<file path="src/rtl/mc_chroma_sched_if.sv">
// Handshake bundle between the encoder top controller and the chroma MC LCU scheduler.
// The slave modport is the scheduler's view; the master modport is the controller/engine side.
interface mc_chroma_sched_if #(
  parameter int CNT_W = 16
);
  logic             start_i;
  logic             buf_free_i;
  logic             mc_done_i;
  logic             mc_launch_o;
  logic             mc_sel_o;
  logic             buf_sel_o;
  logic             busy_o;
  logic             done_o;
  logic [CNT_W-1:0] cyc_cnt_o;
  logic             err_o;

  modport slave (
    input  start_i, buf_free_i, mc_done_i,
    output mc_launch_o, mc_sel_o, buf_sel_o, busy_o, done_o, cyc_cnt_o, err_o
  );

  modport master (
    output start_i, buf_free_i, mc_done_i,
    input  mc_launch_o, mc_sel_o, buf_sel_o, busy_o, done_o, cyc_cnt_o, err_o
  );
endinterface

</file>
<file path="src/rtl/mc_chroma_sched.sv">
// LCU scheduler for chroma MC: runs the engine for U then V, ping-pongs the pred bank and
// counts busy cycles. Optional run watchdog is built when MC_CHROMA_SCHED_WDT_EN is defined.
module mc_chroma_sched #(
  parameter int CNT_W     = 16,
  parameter int WDT_LIMIT = 4096
) (
  input  logic              clk,
  input  logic              rstn,
  mc_chroma_sched_if.slave  bus
);

  typedef enum logic [2:0] {
    IDLE, WAIT_BUF, LAUNCH_U, RUN_U, LAUNCH_V, RUN_V, DONE
  } state_t;

  state_t           state_q, state_d;
  logic             sel_q, sel_d;
  logic             bank_q, bank_d;
  logic [CNT_W-1:0] cnt_q, cnt_d;
  logic             err_q, err_d;
  logic             wdt_to;
  logic             running;

  assign running = (state_q == RUN_U) || (state_q == RUN_V);

`ifdef MC_CHROMA_SCHED_WDT_EN
  localparam int WDT_W = $clog2(WDT_LIMIT) + 1;
  logic [WDT_W-1:0] wdt_q, wdt_d;

  // A done in the limit cycle wins over the timeout.
  assign wdt_to = running && !bus.mc_done_i && (wdt_q == WDT_W'(WDT_LIMIT - 1));

  always_comb begin
    wdt_d = wdt_q;
    if ((state_q == LAUNCH_U) || (state_q == LAUNCH_V)) wdt_d = '0;
    else if (running)                                    wdt_d = wdt_q + WDT_W'(1);
  end

  always_ff @(posedge clk or negedge rstn) begin
    if (!rstn) wdt_q <= '0;
    else       wdt_q <= wdt_d;
  end
`else
  logic unused_wdt_limit;
  assign unused_wdt_limit = (WDT_LIMIT == 0);
  assign wdt_to = 1'b0;
`endif

  always_comb begin
    state_d = state_q;
    unique case (state_q)
      IDLE:     if (bus.start_i) state_d = bus.buf_free_i ? LAUNCH_U : WAIT_BUF;
      WAIT_BUF: if (bus.buf_free_i) state_d = LAUNCH_U;
      LAUNCH_U: state_d = RUN_U;
      RUN_U:    if (bus.mc_done_i) state_d = LAUNCH_V;
                else if (wdt_to)   state_d = DONE;
      LAUNCH_V: state_d = RUN_V;
      RUN_V:    if (bus.mc_done_i || wdt_to) state_d = DONE;
      DONE:     state_d = IDLE;
      default:  state_d = IDLE;
    endcase
  end

  always_comb begin
    sel_d  = sel_q;
    bank_d = bank_q;
    cnt_d  = cnt_q;
    err_d  = err_q | wdt_to;
    if (state_d == LAUNCH_U) sel_d = 1'b0;
    if (state_d == LAUNCH_V) sel_d = 1'b1;
    if (state_q == DONE)     bank_d = ~bank_q;
    // Count includes the current cycle, so the DONE cycle is already in at done_o.
    if ((state_q == IDLE) && (state_d != IDLE))
      cnt_d = CNT_W'(1);
    else if ((state_q != IDLE) && (state_d != IDLE) && (cnt_q != {CNT_W{1'b1}}))
      cnt_d = cnt_q + CNT_W'(1);
  end

  always_ff @(posedge clk or negedge rstn) begin
    if (!rstn) begin
      state_q <= IDLE;
      sel_q   <= 1'b0;
      bank_q  <= 1'b0;
      cnt_q   <= '0;
      err_q   <= 1'b0;
    end else begin
      state_q <= state_d;
      sel_q   <= sel_d;
      bank_q  <= bank_d;
      cnt_q   <= cnt_d;
      err_q   <= err_d;
    end
  end

  assign bus.mc_launch_o = (state_q == LAUNCH_U) || (state_q == LAUNCH_V);
  assign bus.done_o      = (state_q == DONE);
  assign bus.busy_o      = (state_q != IDLE);
  assign bus.mc_sel_o    = sel_q;
  assign bus.buf_sel_o   = bank_q;
  assign bus.cyc_cnt_o   = cnt_q;
  assign bus.err_o       = err_q;

endmodule
</file>
<file path="src/flat_wrapper.sv">
// flat-port wrapper written by rule: the top's interface ports become plain ports
module mc_chroma_sched_flat 
#(
  parameter int CNT_W     = 16,
  parameter int WDT_LIMIT = 4096
)
  (clk, rstn, bus_start_i, bus_buf_free_i, bus_mc_done_i, bus_mc_launch_o, bus_mc_sel_o, bus_buf_sel_o, bus_busy_o, bus_done_o, bus_cyc_cnt_o, bus_err_o);
  mc_chroma_sched_if #(.CNT_W(CNT_W)) bus_i ();
  input  logic clk;
  input  logic rstn;
  input wire logic [$bits(bus_i.start_i)-1:0] bus_start_i;
  input wire logic [$bits(bus_i.buf_free_i)-1:0] bus_buf_free_i;
  input wire logic [$bits(bus_i.mc_done_i)-1:0] bus_mc_done_i;
  output wire logic [$bits(bus_i.mc_launch_o)-1:0] bus_mc_launch_o;
  output wire logic [$bits(bus_i.mc_sel_o)-1:0] bus_mc_sel_o;
  output wire logic [$bits(bus_i.buf_sel_o)-1:0] bus_buf_sel_o;
  output wire logic [$bits(bus_i.busy_o)-1:0] bus_busy_o;
  output wire logic [$bits(bus_i.done_o)-1:0] bus_done_o;
  output wire logic [$bits(bus_i.cyc_cnt_o)-1:0] bus_cyc_cnt_o;
  output wire logic [$bits(bus_i.err_o)-1:0] bus_err_o;
  assign bus_i.start_i = bus_start_i;
  assign bus_i.buf_free_i = bus_buf_free_i;
  assign bus_i.mc_done_i = bus_mc_done_i;
  assign bus_mc_launch_o = bus_i.mc_launch_o;
  assign bus_mc_sel_o = bus_i.mc_sel_o;
  assign bus_buf_sel_o = bus_i.buf_sel_o;
  assign bus_busy_o = bus_i.busy_o;
  assign bus_done_o = bus_i.done_o;
  assign bus_cyc_cnt_o = bus_i.cyc_cnt_o;
  assign bus_err_o = bus_i.err_o;
  mc_chroma_sched #(.CNT_W(CNT_W), .WDT_LIMIT(WDT_LIMIT)) u_core (.clk(clk), .rstn(rstn), .bus(bus_i));
endmodule
</file>
<file path="config.mk">
export PLATFORM = sky130hd
export DESIGN_NAME = mc_chroma_sched_flat
export DESIGN_NICKNAME = d
export VERILOG_FILES = /design/src/rtl/mc_chroma_sched_if.sv /design/src/rtl/mc_chroma_sched.sv /design/src/flat_wrapper.sv
export SDC_FILE = /design/constraint.sdc
export NUM_CORES = 1
export LEC_CHECK = 0
export CORE_AREA = 2 2 53 55
export DETAILED_ROUTE_END_ITERATION = 8
export DIE_AREA = 0 0 55 57
export GPL_TIMING_DRIVEN = 0
export PLACE_DENSITY = 0.75
export SETUP_SLACK_MARGIN = 0.2
export SYNTH_ARGS = -nofsm -noshare
export SYNTH_HDL_FRONTEND = slang
export SYNTH_SLANG_ARGS = --single-unit
</file>
<file path="constraint.sdc">
create_clock -name clk -period 2.3 [get_ports clk]
set_clock_uncertainty 0.15 [all_clocks]
set_input_delay 0.345 -clock clk [delete_from_list [all_inputs] [get_ports clk]]
set_output_delay 0.345 -clock clk [all_outputs]
set_load 0.01 [all_outputs]
</file>
# --- Word level (Yosys, flattened, before mapping) ---
# Cells that the tools add are included.
totals:
  ff_bits: 21
  latch_bits: 0
  mem_bits_rw: 0
  romBits: 0
  input_bits: 5
  out_inout_bits: 22
  elab_cells: 34
  mem_count: 0
classes:
  addsub: 1
  mul: 0
  div_mod_pow: 0
  n_lt_le_gt_ge: 0
  n_eq_ne: 9
  n_shift: 0
  muxes: 10
  n_bitwise: 1
  n_reduce_logical: 9
ops:
  columns: ["operator", "count"]
  rows:
  - ["$mux 16", 2]
  - ["$pmux 3 s6", 1]
  - ["$add 16x1->16 const B", 1]
  - ["$ne 16x16->1 const B", 1]
  - ["$eq 3x3->1 const B", 4]
  - ["$mux 3", 4]
  - ["$eq 3x2->1 const B", 3]
  - ["$reduce_bool 3->1", 2]
  - ["$reduce_bool 2->1", 2]
  - ["$eq 3x1->1 const B", 1]
  - ["$logic_and 1x1->1", 3]
  - ["$logic_not 3->1", 1]
  - ["$mux 1", 2]
  - ["$mux 2", 1]
  - ["$logic_or 1x1->1", 1]
  - ["$not 1->1", 1]

# --- Longest topological paths before layout ---
# Gate-level depths: netlist of the first run.
logic_depth:
  depth_word: 8
  depth_mapped: 6
  depth_no_buf: 6

# --- Least setup slack after synthesis of the first run ---
# No wires, ideal clock.
synth_timing:
  path_type: "flip-flop to flip-flop"
  from: "reg u_core.cnt_q[0] (netlist: u_core.bus.cyc_cnt_o[0])"
  to: "reg u_core.cnt_q[5] (netlist: u_core.bus.cyc_cnt_o[5])"
  setup_ns: 0.127
  t_arrival_ns: 1.634
  required_ns: 2.023
  path_slack_ns: 0.389
  path_stages_with_launch: 7
  path_buffers: 0
  period_less_slack_ns: 1.911
  cell_sequence: "dfrtp_1 > ha_1 > and4_1 > and3_1 > a21oi_2 > nand4_1 > mux2i_1"
synth_via:
  elab_chain_cells: 3
  word_cells_on_any_way: 6
  classes_between: "add/sub: 1; eq/ne: 1; mux: 2; reduce/logical: 2"
synth_lines:
  columns: ["item", "line_no", "text"]
  rows:
  - ["from (decl)", "mc_chroma_sched.sv:19", "logic [CNT_W-1:0] cnt_q, cnt_d;"]
  - ["from (signal assigned)", "mc_chroma_sched.sv:90", "cnt_q <= cnt_d;"]
  - ["$add 16x1->16 or $ne 16x16->1 (tied branches)", "mc_chroma_sched.sv:76, mc_chroma_sched.sv:75", null]
  - ["$mux 16 or $logic_and 1x1->1 (tied branches)", "mc_chroma_sched.sv:75", "else if ((state_q != IDLE) && (state_d != IDLE) && (cnt_q != {CNT_W{1'b1}}))"]
  - ["$mux 16 or $reduce_bool 2->1 (tied branches)", null, null]
# Several ways; a longest one is shown, not always the timed one. The select of a mux whose other input is x is not followed.
# A chain may end at the register's enable or synchronous reset.

# --- Worst setup path in the final report of the first run ---
layout_timing:
  from: "reg u_core.state_q[0]"
  to: "out bus_busy_o"
layout_via:
  elab_chain_cells: 1
layout_lines:
  columns: ["item", "line_no", "text"]
  rows:
  - ["from (decl)", "mc_chroma_sched.sv:16", "state_t state_q, state_d;"]
  - ["from (signal assigned)", "mc_chroma_sched.sv:87", "state_q <= state_d;"]
  - ["$reduce_bool 3->1", "mc_chroma_sched.sv:97", "assign bus.busy_o = (state_q != IDLE);"]
  - ["to (decl)", "flat_wrapper.sv:17", "output wire logic [$bits(bus_i.busy_o)-1:0] bus_busy_o;"]
# No other way between the ends.

==> flow_summary.json, run 1 <==
{
  "dieWidth_um": 55,
  "period_share_pct": 91.6,
  "place_hpwl_mm": 1.91,
  "fin_crit_ps": 2110,
  "wire_per_inst_um": 14.1,
  "grt_pass1_vias": 959,
  "synth.top_cell.area_share_pct": 44.1,
  "fmax_mhz": 474,
  "dieArea_sq_mm": 0.00314,
  "clock-root-buffer": "clkbuf_4",
  "max_cap_violations": 0,
  "antennaDiodeCount": 0,
  "drt_pass1_iterations": 4,
  "status": "finished clean",
  "final_cell_mix": "clkdlybuf4s50_1, dfrtp_1, nor2_1",
  "worst_slack_ps": 192,
  "crit_slowest_cell": "clkdlybuf4s50_1",
  "grt_max_degree": 22,
  "row_count": 19,
  "finalNetCount": 162,
  "hold_viol": 0,
  "cts_made_buffers": 3,
  "hold_buffers": 0,
  "antenna_found_initial": 0,
  "die_h_um": 57,
  "vdd_drop_max_mv": 0.581,
  "cts_max_level": 1,
  "core-area_sq_mm": 0.00262,
  "crit_arrival_ps": 1610,
  "ios": 27,
  "drive_gt1_share_pct": 18.7,
  "drt_iter0_markers": 9,
  "area_growth_pct": 32.4,
  "clockBufferDepth": 2,
  "initial_core_util_pct": 45.6,
  "tightest_slew_ps": 946,
  "grt_pass1_wl_mm": 4.11,
  "finalSetupViolations": 0,
  "endpoint_kind": "output port",
  "multi_input_area_sq_um": 652,
  "relSlewSlack_pct": 36.7,
  "grt_overflow": 0,
  "io_buffer_count": 25,
  "cts.sinks": 21,
  "critPathRequiredTime_ps": 1800,
  "start_kind": "flip-flop",
  "cts.clk_slew.worst_paths_ps": 110,
  "fillers": 235,
  "place.gp.congestion": 0.771,
  "cts_tree": "done",
  "hold_path.class": "flip-flop to flip-flop",
  "ys_types": 42,
  "final_common_cell": "clkdlybuf4s50_1",
  "power_density_mw_per_mm2": 930,
  "viasPerCell": 5.74,
  "synth_area_sq_mm": 0.00119,
  "dr_total_vias": 1068,
  "yosys_warnings": 0,
  "crit_chain": "nor3_4 -> inv_1 -> clkdlybuf4s50_1",
  "max_stage_delay_ps": 500,
  "dp_slack_ps": 177,
  "worstSetupPathType": "flip-flop to output port",
  "clk_latency_ps": 300,
  "leakage_nw": 0.641,
  "yosysSeqAreaShare_pct": 44.1,
  "fin_hold_ws_ps": 324,
  "total_power_mw": 1.47,
  "path_max_fanout": 5,
  "drcViolationCount": 0,
  "rsz0062_at_grt": "true",
  "netlist_instances": 120,
  "slew_viol_final": 0,
  "synthesis.nets": 126,
  "ys_ff_latch": 21,
  "synthTopCellsByArea": "dfrtp_1, xnor2_1, nor2_1, nand4_1, o21ai_0",
  "regArea_sq_um": 528,
  "routed_wl_mm": 2.62,
  "synth_top_area_cell": "dfrtp_1",
  "avgSynthCellArea_sq_um": 9.94,
  "track_usage_pct": 17.7,
  "fin_tns_setup_ps": 0,
  "detail-route-antenna-nets": 0
}
[registers in the layout, summed over array words and instances, names as in the netlist]
signal	cells
u_core.bus.buf_sel_o	1
u_core.state_q	3
u_core.bus.mc_sel_o	1
u_core.bus.cyc_cnt_o	16
[power by group]
| part | internal (mW) | switching [mW] |
|---|---|---|
| Clock | 0.0674 | 0.110 |
| Combinational | 0.368 | 0.362 |
| Sequential | 0.452 | 0.109 |
[final timing paths]
kind	slack (ps)	endpoint	depth (start not counted)	start
hold / removal	320	u_core.bus.buf_sel_o	1	u_core.bus.buf_sel_o
setup / recovery	190	bus_busy_o	3	u_core.state_q[0]
min in group asynchronous	410	u_core.bus.cyc_cnt_o[15]	1	rstn
max in group asynchronous	950	u_core.state_q[0]	1	rstn
hold reg to reg	320	u_core.bus.buf_sel_o	1	u_core.bus.buf_sel_o
setup reg to reg	290	u_core.bus.cyc_cnt_o[14]	6	u_core.state_q[0]
[final cells by class]
type / instances / share of cell area [%]
inverters: 3 / 0.713
repair buffers: 31 / 18.5
well taps: 31 / 2.46
multi-input cells: 93 / 41.3
clock buffers: 4 / 1.66
plain buffers: 3 / 1.90
flip-flops and latches: 21 / 33.4
[repair_timing]
action / in CTS / in global routing
cloned: 0 / 0
setup endpoints to repair: 2 / 8
setup buffers: 0 / 6
gates resized for setup: 2 / 9
pin swaps: 1 / 2
[Yosys cell counts, drive strengths merged]
master	n
or3	1
nand4	6
nor4b	3
nor3b	1
a21oi	6
a211oi	1
xor2	1
mux2i	1
or4	1
o31ai	1
a311oi	2
o21ai	7
dfrtp	21
nand3	6
nor3	7
or2b	2
xnor2	7
and3b	1
and2	2
inv	3
ha	1
o21a	1
and4	2
and3	3
mux2	1
a41oi	1
nor2	13
nor4	3
conb	1
or2	1
a31oi	1
buf	3
nand2b	2
nand2	7
[routing by layer]
layer | part of all wire [%] | vias up | track usage, %
met4 | 1.3 | 0 | 6.27
li1 | - | 512 | -
met5 | 0 | - | 0
met2 | 50 | 22 | 30.1
met1 | 45 | 530 | 22.5
met3 | 3.3 | 4 | 2.36
[per-stage QoR]
stage	util (%)	cells	instance area (sq um)
6_report	60.4	186	1580
2_1_floorplan	-	120	1190
4_1_cts	57.8	180	1510
5_1_grt	60.4	186	1580
3_5_place_dp	56.7	176	1480
3_3_place_gp	56.7	176	1480
[cells by family (layout without fill, tap and decap cells)]
family          Yosys count  in the layout  synth area share, %
simple gates             61             61                 32.5
flops                    21             21                 44.1
compound gates           20             20                 10.9
xor+xnor                  8              8                 5.88
buf+inv                   6             41                 3.46
mux                       2              2                 1.78
fa+ha+maj                 1              1                 1.05
other cells               1              1                0.314
[worst max-delay path, delay by kind of cell, from the launching register on]
kind          cells  cell delay [ps]
buf+inv           2              630
flops             1              460
simple gates      1              230
No activity file was read; power rests on OpenSTA's default activity.
==> run 2: changes to the inputs <==
- CAP_MARGIN: not set -> 20
==> results of run 2 <==
The final DEF is identical to that of run 1; final timing and power are the same.
==> run 3: changes to the inputs <==
- SETUP_SLACK_MARGIN: 0.2 -> 0.1
==> run 3 against run 2 <==
Compared with the run above:
- global-route usage stayed put
- non-clock buffer count is 4 lower
- via count is 3.2% lower
- critical path depth stayed put
- routed wire length is 1.1% lower
- count of clock-buffer cells in the layout stayed put
- first-iteration DRC count is 22% lower
- final cell count is 2.2% lower
- largest cell class unchanged
- largest power group unchanged
==> flow_summary.json, run 3 (same netlist as run 1, synthesis figures left out) <==
{
  "hold_viol": 0,
  "numPlacedInstances": 176,
  "dp_slack_ps": 177,
  "fin_area_sq_mm": 0.00154,
  "rsz0062_at_grt": "true",
  "holdPathEnd": "u_core.bus.buf_sel_o",
  "max_cap_violations": 0,
  "status": "finished clean",
  "cts_max_level": 1,
  "crit_arrival_ps": 1660,
  "reg2reg_depth": 6,
  "met2_usage_pct": 30.1,
  "path_max_fanout": 7,
  "cts_tree": "done",
  "met1_usage_pct": 22.5,
  "area_growth_pct": 29.3,
  "max_stage_delay_ps": 500,
  "final_common_cell": "clkdlybuf4s50_1",
  "relSlewSlack_pct": 36.6,
  "crit_chain": "nor3_4 -> inv_1 -> clkdlybuf4s50_1",
  "dieArea_sq_mm": 0.00314,
  "detail-route-antenna-nets": 0,
  "fin_hold_ws_ps": 324,
  "dieWidth_um": 55,
  "final_cells": 182,
  "clock-root-buffer": "clkbuf_4",
  "dr_total_vias": 1034,
  "worst_slack_ps": 143,
  "row_count": 19,
  "endpoint_kind": "output port",
  "place.gp.congestion": 0.771,
  "tightest_slew_ps": 948,
  "clockBufferDepth": 2,
  "wire_per_inst_um": 14.2,
  "grt_pass1_vias": 959,
  "internal-power_uw": 847,
  "core-area_sq_mm": 0.00262,
  "drive_gt1_share_pct": 13.9,
  "final_core_util_pct": 58.9,
  "hold-path-cell-count": 1,
  "total_power_mw": 1.42,
  "fin_tns_setup_ps": 0,
  "finalSetupViolations": 0,
  "met3_usage_pct": 2.36,
  "finalNetCount": 158,
  "slew_viol_final": 0,
  "final_cell_mix": "clkdlybuf4s50_1, dfrtp_1, nor2_1",
  "crit_slowest_cell": "clkdlybuf4s50_1",
  "power.share.sequential_pct": 39.9,
  "grt_max_degree": 22,
  "drcViolationCount": 0,
  "fin_crit_ps": 2160,
  "swShare_pct": 40.2,
  "reg2reg_to": "u_core.bus.cyc_cnt_o[14]",
  "fillers": 244,
  "routed_wl_mm": 2.59,
  "largest_reg_flops": 16,
  "viasPerCell": 5.68,
  "track_usage_pct": 17.7,
  "antenna_found_initial": 0,
  "grt_pass1_wl_mm": 4.11,
  "cts.sinks": 21,
  "share_comb_of_total_power_pct": 47.7,
  "period_share_pct": 93.8,
  "worstSetupPathType": "flip-flop to output port",
  "fmax_mhz": 464,
  "clkPwrFrac_pct": 12.4,
  "grt_overflow": 0,
  "min-delay-start": "u_core.bus.buf_sel_o",
  "drt_iter0_markers": 7,
  "antennaDiodeCount": 0,
  "die_h_um": 57,
  "io_buffer_count": 25,
  "busiest_layer": "met2",
  "r2r_slack_ps": 290,
  "drt_pass1_iterations": 4,
  "cts_made_buffers": 3,
  "ios": 27,
  "initial_core_util_pct": 45.6,
  "cts.clk_slew.worst_paths_ps": 110,
  "power_switching_uw": 570,
  "dpl_cell_area_sq_mm": 0.00148,
  "leakage_nw": 0.610,
  "critPathRequiredTime_ps": 1800,
  "hold_path.class": "flip-flop to flip-flop",
  "clk_latency_ps": 300,
  "worstReg2RegStart": "u_core.bus.cyc_cnt_o[0]",
  "start_kind": "flip-flop",
  "vdd_drop_max_mv": 0.587,
  "place_hpwl_mm": 1.91,
  "power_density_mw_per_mm2": 919
}
run 3: worst max-delay path by stage:
stage | end | from | slack, ps | depth (start not counted)
floorplan | u_core.bus.cyc_cnt_o[5] | u_core.bus.cyc_cnt_o[0] | 390 | 6
global placement | u_core.bus.cyc_cnt_o[14] | bus_start_i | 180 | 6
detailed placement | u_core.bus.cyc_cnt_o[14] | bus_start_i | 180 | 6
CTS | bus_busy_o | u_core.state_q[0] | 9 | 3
global route | bus_busy_o | u_core.state_q[0] | 50 | 3
finish | bus_busy_o | u_core.state_q[0] | 140 | 3
run 3: critical path: cells and delay by family, from the launching register on:
kind                   cells  cell delay (ps)
buffers and inverters      2              630
and+or+nand+nor            1              250
DFF                        1              490
run 3: power groups by stage:
| stage | clock (mW) | sequential, mW | combinational [mW] |
|---|---|---|---|
| floorplan | 0 | 0.561 | 0.372 |
| global placement | 0 | 0.552 | 0.623 |
| detailed placement | 0 | 0.561 | 0.638 |
| CTS | 0.185 | 0.561 | 0.638 |
| global route | 0.201 | 0.579 | 0.730 |
| finish | 0.176 | 0.565 | 0.677 |
run 3: cell type report:
| type | instances | area, sq um | share of cell area (%) |
|---|---|---|---|
| Clock buffer | 4 | 26.3 | 1.70 |
| Multi-Input combinational cell | 93 | 644 | 41.8 |
| Timing Repair Buffer | 27 | 264 | 17.1 |
| Sequential cell | 21 | 527 | 34.2 |
| Tap cell | 31 | 38.8 | 2.52 |
| Buffer | 3 | 30.0 | 1.95 |
| Inverter | 3 | 11.3 | 0.731 |
run 3: what timing repair did:
action | CTS | global route
endpoints found under the setup margin | 2 | 4
hold buffers | 0 | 0
setup buffers | 0 | 2
gates resized for setup | 2 | 3
gates cloned | 0 | 0
pin swaps | 1 | 1
run 3: metal layers:
metal | share of wire [%] | vias to the layer above
met5 | 0 | -
met4 | 1.3 | 0
met3 | 3.4 | 4
met2 | 51 | 24
met1 | 45 | 504
li1 | - | 502
